==> src/rtl/regfile_wb_port_pkg.sv <==
// Shared definitions for the register-file write-back port controller.
// Latency: n/a (constants, types and a helper only).
// Backpressure: n/a.
package regfile_wb_port_pkg;

    // R15 is the PC; it never takes a write through this port
    localparam logic [3:0] PC_IDX    = 4'd15;
    localparam int         NUM_REGS  = 15;
    localparam int         WB_DATA_W = 32;

    // Generic write request as seen on either source of the port
    typedef struct packed {
        logic [3:0]           addr;
        logic [WB_DATA_W-1:0] data;
        logic                 valid;
    } wb_req_t;

    // True when a destination may actually be written
    function automatic logic rf_writable(input logic [3:0] addr);
        return addr != PC_IDX;
    endfunction

endpackage

==> src/rtl/regfile_wb_port_fifo.sv <==
// Circular buffer of MCycle results with per-entry valid bits and address-match kill.
// Latency: a push is visible at the head one cycle later; killed entries at the head are skipped in the same cycle.
// Backpressure: caller must not push while o_full; o_full is a pure function of the registered count.
module rfwb_fifo #(
    parameter int DEPTH  = 2,
    parameter int DATA_W = 32
) (
    input  logic              i_clk,
    input  logic              i_rst_n,
    input  logic              i_push,
    input  logic [3:0]        i_push_addr,
    input  logic [DATA_W-1:0] i_push_data,
    input  logic              i_kill,
    input  logic [3:0]        i_kill_addr,
    input  logic              i_drain,
    output logic              o_head_vld,
    output logic [3:0]        o_head_addr,
    output logic [DATA_W-1:0] o_head_data,
    output logic              o_kill_hit,
    output logic              o_full,
    output logic              o_empty
);

    localparam int PTR_W = (DEPTH > 1) ? $clog2(DEPTH) : 1;

    logic [3:0]        r_addr [DEPTH];
    logic [DATA_W-1:0] r_data [DEPTH];
    logic [DEPTH-1:0]  r_vld;
    logic [PTR_W-1:0]  r_rptr;
    logic [PTR_W-1:0]  r_wptr;
    logic [PTR_W:0]    r_count;

    logic              w_found;
    logic [PTR_W-1:0]  w_sel;
    logic [PTR_W:0]    w_skip;
    logic [PTR_W:0]    w_pop_n;
    logic              w_take;

    // Find the first live entry from the read pointer; dead entries before it are discarded for free
    always_comb begin
        w_found = 1'b0;
        w_sel   = r_rptr;
        w_skip  = '0;
        for (int i = 0; i < DEPTH; i++) begin
            if (!w_found && ((PTR_W+1)'(i) < r_count)) begin
                if (r_vld[r_rptr + PTR_W'(i)]) begin
                    w_found = 1'b1;
                    w_sel   = r_rptr + PTR_W'(i);
                end else begin
                    w_skip = w_skip + 1'b1;
                end
            end
        end
    end

    // Any live entry targeting the register the pipeline is writing right now
    always_comb begin
        o_kill_hit = 1'b0;
        for (int i = 0; i < DEPTH; i++) begin
            if (i_kill && r_vld[i] && (r_addr[i] == i_kill_addr)) begin
                o_kill_hit = 1'b1;
            end
        end
    end

    assign w_take      = i_drain && w_found;
    assign w_pop_n     = w_skip + (PTR_W+1)'(w_take);
    assign o_head_vld  = w_found;
    assign o_head_addr = r_addr[w_sel];
    assign o_head_data = r_data[w_sel];
    assign o_full      = (r_count == (PTR_W+1)'(DEPTH));
    assign o_empty     = (r_count == '0);

    // Pointer, occupancy and valid-bit bookkeeping (kill, pop, then push into the free slot)
    always_ff @(posedge i_clk or negedge i_rst_n) begin
        if (!i_rst_n) begin
            r_rptr  <= '0;
            r_wptr  <= '0;
            r_count <= '0;
            r_vld   <= '0;
        end else begin
            for (int i = 0; i < DEPTH; i++) begin
                if (i_kill && r_vld[i] && (r_addr[i] == i_kill_addr)) begin
                    r_vld[i] <= 1'b0;
                end
            end
            for (int i = 0; i < DEPTH; i++) begin
                if ((PTR_W+1)'(i) < w_pop_n) begin
                    r_vld[r_rptr + PTR_W'(i)] <= 1'b0;
                end
            end
            if (i_push) begin
                // A result racing a pipeline write to the same register is stored dead
                r_vld[r_wptr] <= !(i_kill && (i_kill_addr == i_push_addr));
                r_wptr        <= r_wptr + 1'b1;
            end
            r_rptr  <= r_rptr + w_pop_n[PTR_W-1:0];
            r_count <= r_count + (PTR_W+1)'(i_push) - w_pop_n;
        end
    end

    // Payload storage; contents are only meaningful where the valid bit is set
    always_ff @(posedge i_clk) begin
        if (i_push) begin
            r_addr[r_wptr] <= i_push_addr;
            r_data[r_wptr] <= i_push_data;
        end
    end

endmodule

==> src/rtl/regfile_wb_port.sv <==
// Owns the register-file write port: pipeline write-backs pass straight through, MCycle results queue and drain in idle cycles.
// Latency: pipeline 0 cycles; MCycle >=1 cycle after push, +1 per cycle the pipeline holds the port.
// Backpressure: McReady = !Full from registered count. Optional busy scoreboard under RFWB_SCOREBOARD_EN.
module regfile_wb_port
    import regfile_wb_port_pkg::*;
#(
    parameter int DEPTH  = 2,
    parameter int DATA_W = 32
) (
    input  logic              CLK,
    input  logic              RESETn,
    input  logic              PipeWE,
    input  logic [3:0]        PipeA3,
    input  logic [DATA_W-1:0] PipeWD,
    input  logic              McValid,
    input  logic [3:0]        McA3,
    input  logic [DATA_W-1:0] McWD,
    output logic              McReady,
    input  logic              IssueValid,
    input  logic [3:0]        IssueRd,
    output logic              WE3,
    output logic [3:0]        A3,
    output logic [DATA_W-1:0] WD3,
    output logic [14:0]       Busy,
    output logic              Full,
    output logic              Empty
);

    logic              w_pipe_wr;
    logic              w_mc_push;
    logic              w_head_vld;
    logic [3:0]        w_head_addr;
    logic [DATA_W-1:0] w_head_data;
    logic              w_kill_hit;
    logic              w_full;
    logic              w_empty;
    logic              w_drain;

    // Reset gates the pass-through so the port is quiet while RESETn is low
    assign w_pipe_wr = RESETn && PipeWE && rf_writable(PipeA3);
    // PC-targeted results are accepted but never stored
    assign w_mc_push = McValid && McReady && rf_writable(McA3);
    assign w_drain   = !w_pipe_wr && w_head_vld;

    assign McReady = !w_full;
    assign Full    = w_full;
    assign Empty   = w_empty;

    rfwb_fifo #(
        .DEPTH  (DEPTH),
        .DATA_W (DATA_W)
    ) u_fifo (
        .i_clk       (CLK),
        .i_rst_n     (RESETn),
        .i_push      (w_mc_push),
        .i_push_addr (McA3),
        .i_push_data (McWD),
        .i_kill      (w_pipe_wr),
        .i_kill_addr (PipeA3),
        .i_drain     (!w_pipe_wr),
        .o_head_vld  (w_head_vld),
        .o_head_addr (w_head_addr),
        .o_head_data (w_head_data),
        .o_kill_hit  (w_kill_hit),
        .o_full      (w_full),
        .o_empty     (w_empty)
    );

    // Port arbitration: pipeline first, then the FIFO head, otherwise idle zeros
    always_comb begin
        WE3 = 1'b0;
        A3  = '0;
        WD3 = '0;
        if (w_pipe_wr) begin
            WE3 = 1'b1;
            A3  = PipeA3;
            WD3 = PipeWD;
        end else if (w_head_vld) begin
            WE3 = 1'b1;
            A3  = w_head_addr;
            WD3 = w_head_data;
        end
    end

`ifdef RFWB_SCOREBOARD_EN
    logic [NUM_REGS-1:0] r_busy;
    logic [NUM_REGS-1:0] w_busy_set;
    logic [NUM_REGS-1:0] w_busy_clr;

    // Set on issue; clear when the result is written or killed by a younger pipeline write
    always_comb begin
        w_busy_set = '0;
        w_busy_clr = '0;
        for (int i = 0; i < NUM_REGS; i++) begin
            if (IssueValid && (IssueRd == 4'(i))) begin
                w_busy_set[i] = 1'b1;
            end
            if (w_drain && (w_head_addr == 4'(i))) begin
                w_busy_clr[i] = 1'b1;
            end
            if (w_pipe_wr && (PipeA3 == 4'(i)) &&
                (w_kill_hit || (w_mc_push && (McA3 == PipeA3)))) begin
                w_busy_clr[i] = 1'b1;
            end
        end
    end

    // Busy flops; a same-cycle issue overrides the clear
    always_ff @(posedge CLK or negedge RESETn) begin
        if (!RESETn) begin
            r_busy <= '0;
        end else begin
            r_busy <= (r_busy & ~w_busy_clr) | w_busy_set;
        end
    end

    assign Busy = r_busy;
`else
    logic w_unused_issue;

    assign Busy           = '0;
    assign w_unused_issue = &{1'b0, IssueValid, IssueRd};
`endif

endmodule

==> config.mk <==
export PLATFORM = sky130hd
export DESIGN_NAME = regfile_wb_port
export DESIGN_NICKNAME = d
export VERILOG_FILES = /design/src/rtl/regfile_wb_port_pkg.sv /design/src/rtl/regfile_wb_port_fifo.sv /design/src/rtl/regfile_wb_port.sv
export SDC_FILE = /design/constraint.sdc
export NUM_CORES = 1
export LEC_CHECK = 0
export CORE_MARGIN = 5
export CORE_UTILIZATION = 30
export CTS_CLUSTER_DIAMETER = 100
export DETAILED_ROUTE_END_ITERATION = 10
export GPL_TIMING_DRIVEN = 0
export PLACE_DENSITY = 0.63
export REMOVE_ABC_BUFFERS = 1
export SETUP_SLACK_MARGIN = 0.05
export SLEW_MARGIN = 5
export SYNTH_ARGS = -nofsm -noshare
export SYNTH_HDL_FRONTEND = slang
export SYNTH_HIERARCHICAL = 1
export SYNTH_SLANG_ARGS = --single-unit
==> constraint.sdc <==
create_clock -name CLK -period 2.8 [get_ports CLK]
set_clock_uncertainty 0.1 [all_clocks]
set_input_delay 0.28 -clock CLK [delete_from_list [all_inputs] [get_ports CLK]]
set_output_delay 0.28 -clock CLK [all_outputs]
set_load 0.02 [all_outputs]
== Word level (Yosys, flattened, before mapping) ==
Memories as Yosys holds them, arrays and structs flattened.
Index checks and enable logic that the tools add are counted.

* Bits in registers: 6
* Memory bits (writable): 72
* Input port bits: 81
* Output and inout port bits: 55
* Word-level logic and storage cells: 86
* Memories: 2

{| class="wikitable"
|+ Memory list
! name !! depth !! width !! read ports !! clocked after Yosys merged registers in !! wr ports !! line !! text
|-
| u_fifo.r_data || 2 || 32 || 1 || 0 || 1 || regfile_wb_port_fifo.sv:27 || <nowiki>logic [DATA_W-1:0] r_data [DEPTH];</nowiki>
|-
| u_fifo.r_addr || 2 || 4 || 3 || 0 || 1 || regfile_wb_port_fifo.sv:26 || <nowiki>logic [3:0] r_addr [DEPTH];</nowiki>
|}

* Add/subtract/negate cells: 7
* Magnitude comparators: 10
* Equality and inequality tests: 6
* Mux-type cells: 34
* Bitwise operators: 4
* Reduce and logical (&&, ||, !) cells: 19

{| class="wikitable"
|+ Operator list
! cell !! number
|-
| $mux 32 || 2
|-
| $mux 1 || 20
|-
| $logic_and 1x1->1 || 14
|-
| $eq 4x4->1 || 3
|-
| $mux 2 || 6
|-
| $lt 1x2->1 const A || 4
|-
| $mux 4 || 2
|-
| $ne 4x4->1 const B || 2
|-
| $lt 1x2->1 const B || 3
|-
| $add 2x1->2 || 2
|-
| $and 2x2->2 || 2
|-
| $logic_not 1->1 || 4
|-
| $not 2->2 || 2
|-
| $demux 1 s1 || 3
|-
| $ge 1x1->1 const B || 3
|-
| $add 1x1->1 const B || 2
|-
| $add 2x1->2 const B || 1
|-
| $bwmux 2 || 1
|-
| $eq 2x2->1 const B || 1
|-
| $logic_not 2->1 || 1
|-
| $sub 2x2->2 || 1
|-
| $add 1x1->1 || 1
|}

== Logic depth before layout (Yosys ltp) ==
* Word-level depth: 15
* Gate-level depth with buffers: 13
* Gate-level depth less buffers: 11

== Hierarchy ==
The synthesis kept the hierarchy.

{| class="wikitable"
|+ Modules (own cells, without submodules)
! module !! instances !! cells each !! area each (um2) !! sequential area each (um2)
|-
| rfwb_fifo || 1 || 176 || 3,306.9 || 2,312.2
|-
| regfile_wb_port || 1 || 140 || 834.6 || 0.0
|}

== Worst setup path after synthesis ==
Ideal clock, no wire load.

* Kind: register to register
* Start point: reg u_fifo.r_count[0]
* End point: reg u_fifo.r_count[1]
* Library setup time: 0.124 ns
* Arrival: 2.467 ns
* Required time: 2.576 ns
* Setup slack: 0.109 ns
* Cell stages (with the launch flop): 12
* Buffers on the path: 0
* Period minus slack after synthesis: 2.691 ns
* Cell sequence: dfrtp_1 nor2_1 nor2b_1 ha_1 o21a_1 ha_1 ha_1 inv_1 ha_1 xor2_1 xnor2_1 xnor2_1

* Word-level cells in the longest chain between the ends: 8
* Elaborated cells on any way between the ends: 19
* Classes of those cells: add/sub: 4; order compare: 2; eq/ne: 1; mux: 6; reduce/logical: 6

{| class="wikitable"
|+ Ends and longest elaborated chain
! item !! line !! text
|-
| start: declaration || regfile_wb_port_fifo.sv:31 || <nowiki>logic [PTR_W:0] r_count;</nowiki>
|-
| start signal: assignment || regfile_wb_port_fifo.sv:98 || <nowiki>r_count <= r_count + (PTR_W+1)'(i_push) - w_pop_n;</nowiki>
|-
| branches (longest 7 deep; another with $lt 1x2->1) || - ||
|-
| $sub 2x2->2 (*) || regfile_wb_port_fifo.sv:98 ||
|}

Mark *: on every way between the ends.
A chain may end at the register's enable or synchronous reset.

== Worst setup path after layout ==
* Start point: reg u_fifo.r_rptr
* End point: reg u_fifo.r_count[1]

* Word-level cells in the longest chain between the ends: 10
* Elaborated cells on any way between the ends: 19
* Classes of those cells: add/sub: 4; mux: 12; reduce/logical: 3

{| class="wikitable"
|+ Ends and longest elaborated chain
! item !! line !! text
|-
| start: declaration || regfile_wb_port_fifo.sv:29 || <nowiki>logic [PTR_W-1:0] r_rptr;</nowiki>
|-
| start signal: assignment || regfile_wb_port_fifo.sv:97 || <nowiki>r_rptr <= r_rptr + w_pop_n[PTR_W-1:0];</nowiki>
|-
| $mux 1 (implied by the code) (2 in series) || regfile_wb_port_fifo.sv:46 || <nowiki>if (r_vld[r_rptr + PTR_W'(i)]) begin</nowiki>
|-
| $mux 1 || regfile_wb_port_fifo.sv:46 ||
|-
| $mux 1 || regfile_wb_port_fifo.sv:45 || <nowiki>if (!w_found && ((PTR_W+1)'(i) < r_count)) begin</nowiki>
|-
| $logic_not 1->1 || regfile_wb_port_fifo.sv:45 ||
|-
| $logic_and 1x1->1 || regfile_wb_port_fifo.sv:45 ||
|-
| $mux 1 (*) || regfile_wb_port_fifo.sv:45 ||
|-
| net w_head_vld || regfile_wb_port.sv:31 || <nowiki>logic w_head_vld;</nowiki>
|-
| $logic_and 1x1->1 (*) || regfile_wb_port_fifo.sv:66 || <nowiki>assign w_take = i_drain && w_found;</nowiki>
|-
| $add 2x1->2 (*) || regfile_wb_port_fifo.sv:67 || <nowiki>assign w_pop_n = w_skip + (PTR_W+1)'(w_take);</nowiki>
|-
| $sub 2x2->2 (*) || regfile_wb_port_fifo.sv:98 ||
|}

The timed path passes the listed nets; every way through them passes the cells marked *. The select of a mux whose other input is x is not followed.

==> impl_metrics.csv <==
group,metric,value,unit
run_status,result_of_the_run,"finished clean",
place,dp_cells,598,
pwr,switching_share,0.365,
place,final_estimated_routing_congestion_in_global_placement,0.776,
timing,hold_ws,391,ps
synthesis,synth_warnings,6,
worst_setup_path,max_fo_critical_path,6,
pwr,total_power,0.00620,W
worst_setup_path,worst-endpoint-required,2960,ps
finish,layout_common_cells,"78 x sky130_fd_sc_hd__clkdlybuf4s50_1, 72 x sky130_fd_sc_hd__edfxtp_1, 42 x sky130_fd_sc_hd__nand2_1",
synthesis,syn-cell-area,0.00414,mm^2
pwr,power_share_of_the_combinational_group,0.542,
timing,finalCriticalPeriod,2680,ps
finish,finalCoreUtilization,0.426,
route,detailroute.via_count,2712,
place,hpwlAfterDp,6.09,mm
global_route,wire_length_of_the_first_global_routing_pass,14.7,mm
worst_setup_path,cp-end-kind,"register",
finish,layout.cell_area.non_filler,0.00585,mm^2
synthesis,post_synth.cell_area_avg,13.1,um^2
worst_setup_path,startpoint_type,"register",
clock_network,clk_root_buffer_cell,"sky130_fd_sc_hd__clkbuf_16",
clock_network,cts.clk_slew.worst_paths,60,ps
global_route,maximum_number_of_pins_on_one_net_before_global_route_repair,37,
clock_network,cts_inserted_buffers,9,
floorplan,die_area,0.0162,mm^2
place,placedInstanceArea,0.00540,mm^2
finish,final_layout_size_suffix_gt1_frac,0.178,
floorplan,ioPinCount,136,
clock_network,cts.path.max_buffers,2,
worst_setup_path,crit_type,"register to register",
route,route.detailed.drc,0,
finish,final_cells,629,
synthesis,post_synth_inst_count,315,
finish,area_growth,41.4,%
timing,post-route-period-util,0.956,
route,post_drt_wl_per_cell,14.8,um
worst_hold_path,worst_hold_path_type,"register to register",
floorplan,die-height,127,um
global_route,global_route.overflow_total,0,
floorplan,core-area,0.0137,mm^2
pwr,pwr_density_cell,1060,mW/mm^2
finish,fill_cells,1311,
finish,most_common_library_cell_in_the_layout_ignoring_fill_and_taps,"sky130_fd_sc_hd__clkdlybuf4s50_1",
timing,slew_viol_final,0,
timing,tightestPinTransition,905,ps
floorplan,initial_core_utilization,0.301,
timing,maxClockFrequency,374,MHz
route,ant_nets,0,
worst_hold_path,worstHoldStart,"u_fifo/r_wptr$_DFFE_PN0P_",
route,drt_pass1_iterations,4,
route,routed_via_density,4.31,
route,detail_route.wirelength,9.31,mm
finish,nNetsFinal,529,
timing,slew-limit-headroom,0.396,
global_route,first_global_vias,2899,
timing,setup_viol_count_final,0,
global_route,antenna_found_initial,1,
pwr,switching_power,0.00226,W
clock_network,tritoncts_num_sinks,78,
floorplan,core.rowCount,43,
pwr,p_int,0.00394,W
clock_network,worst_skew_pair.late_latency,330,ps
timing,timing_hold_violations_final,0,
floorplan,dieWidth,127,um
pwr,worst_vdd_ir,298,uV
place,portBuffers,115,
pwr,power.sequential.fraction,0.278,
worst_setup_path,timing.critical_path.from,"u_fifo/r_rptr$_DFF_PN0_",
timing,grt_setup_unrepaired,"yes",
finish,antenna_cells,0,
worst_setup_path,regToRegStartpoint,"u_fifo/r_rptr$_DFF_PN0_",
global_route,grt_use_total,0.117,
clock_network,tritoncts,"done",
worst_setup_path,crit_arrival,2830,ps
clock_network,cts_max_level,3,
route,count_of_routing_violations_after_the_opening_detailed_route_iteration,66,
pwr,power.leakage,2.64,nW
pwr,clock_power_share,0.180,
flow_run,drv_cap,0,
==> flip-flops by register name, indices dropped and copies added, names as in the netlist <==
signal,count
u_fifo/r_rptr,1
u_fifo/r_vld,2
u_fifo/r_wptr,1
u_fifo/r_count,2
u_fifo/r_addr,8
u_fifo/r_data,64
==> worst max-delay path, stage by stage, from the launching register on <==
cell	delay [ps]
sky130_fd_sc_hd__dfrtp_2	440
sky130_fd_sc_hd__buf_4	170
sky130_fd_sc_hd__nand2_1	60
sky130_fd_sc_hd__nand2_1	130
sky130_fd_sc_hd__a22o_4	310
sky130_fd_sc_hd__and2_1	190
sky130_fd_sc_hd__ha_4	260
sky130_fd_sc_hd__ha_1	270
sky130_fd_sc_hd__inv_1	40
sky130_fd_sc_hd__ha_1	180
sky130_fd_sc_hd__xor2_1	150
sky130_fd_sc_hd__xnor2_1	170
sky130_fd_sc_hd__xnor2_1	130
==> area by class of cell <==
class	instances	area [um^2]	share of cell area
inverter	42	158	0.0270
tap	180	225	0.0385
timing repair buffer	131	1290	0.221
sequential	78	2320	0.396
multi-input combinational	182	1570	0.269
clock inverter	5	50.0	0.00856
clock buffer	11	233	0.0398
==> metal layers <==
layer,share of wire,routed length (um),global-route usage
met1,0.42,3950,0.144
met2,0.49,4600,0.194
met3,0.068,631,0.0360
met4,0.013,121,0.0397
met5,0.0014,13,0
==> power groups by stage <==
stage               clock network [W]  logic, W  registers [W]
floorplan                           0   0.00210        0.00172
global placement                    0   0.00314        0.00175
detailed placement                  0   0.00319        0.00176
CTS                           0.00115   0.00340        0.00172
global route                  0.00120   0.00365        0.00175
finish                        0.00112   0.00336        0.00172
==> worst paths after layout <==
| path | slack (ps) | to | depth (start not counted) |
|---|---|---|---|
| max | 120 | u_fifo/r_count[1]$_DFF_PN0_ | 12 |
| min | 390 | u_fifo/r_wptr$_DFFE_PN0P_ | 1 |
| max reg2reg | 120 | u_fifo/r_count[1]$_DFF_PN0_ | 12 |
| min reg2reg | 390 | u_fifo/r_wptr$_DFFE_PN0P_ | 1 |
| max in group asynchronous | 1900 | u_fifo/r_vld[1]$_DFF_PN0_ | 2 |
| min in group asynchronous | 440 | u_fifo/r_count[1]$_DFF_PN0_ | 2 |
==> what timing repair did <==
| action | CTS | global route |
|---|---|---|
| gates resized for setup | 47 | 3 |
| buffers inserted | 13 | 0 |
| endpoints found under the hold margin | 6 | 0 |
| endpoints found under the setup margin | 38 | 2 |
| hold buffers | 1 | 0 |
| gates cloned | 1 | 0 |
| pin swaps | 4 | 0 |
==> metrics by stage <==
step | setup TNS (ps) | setup slack, ps
final | 0 | 124
after floorplan | -453 | -383
after global placement | -65510 | -1630
after CTS | 0 | 11.2
after detailed placement | -10970 | -556
after global routing | 0 | 4.90
Power figures use the tool's default switching activity.
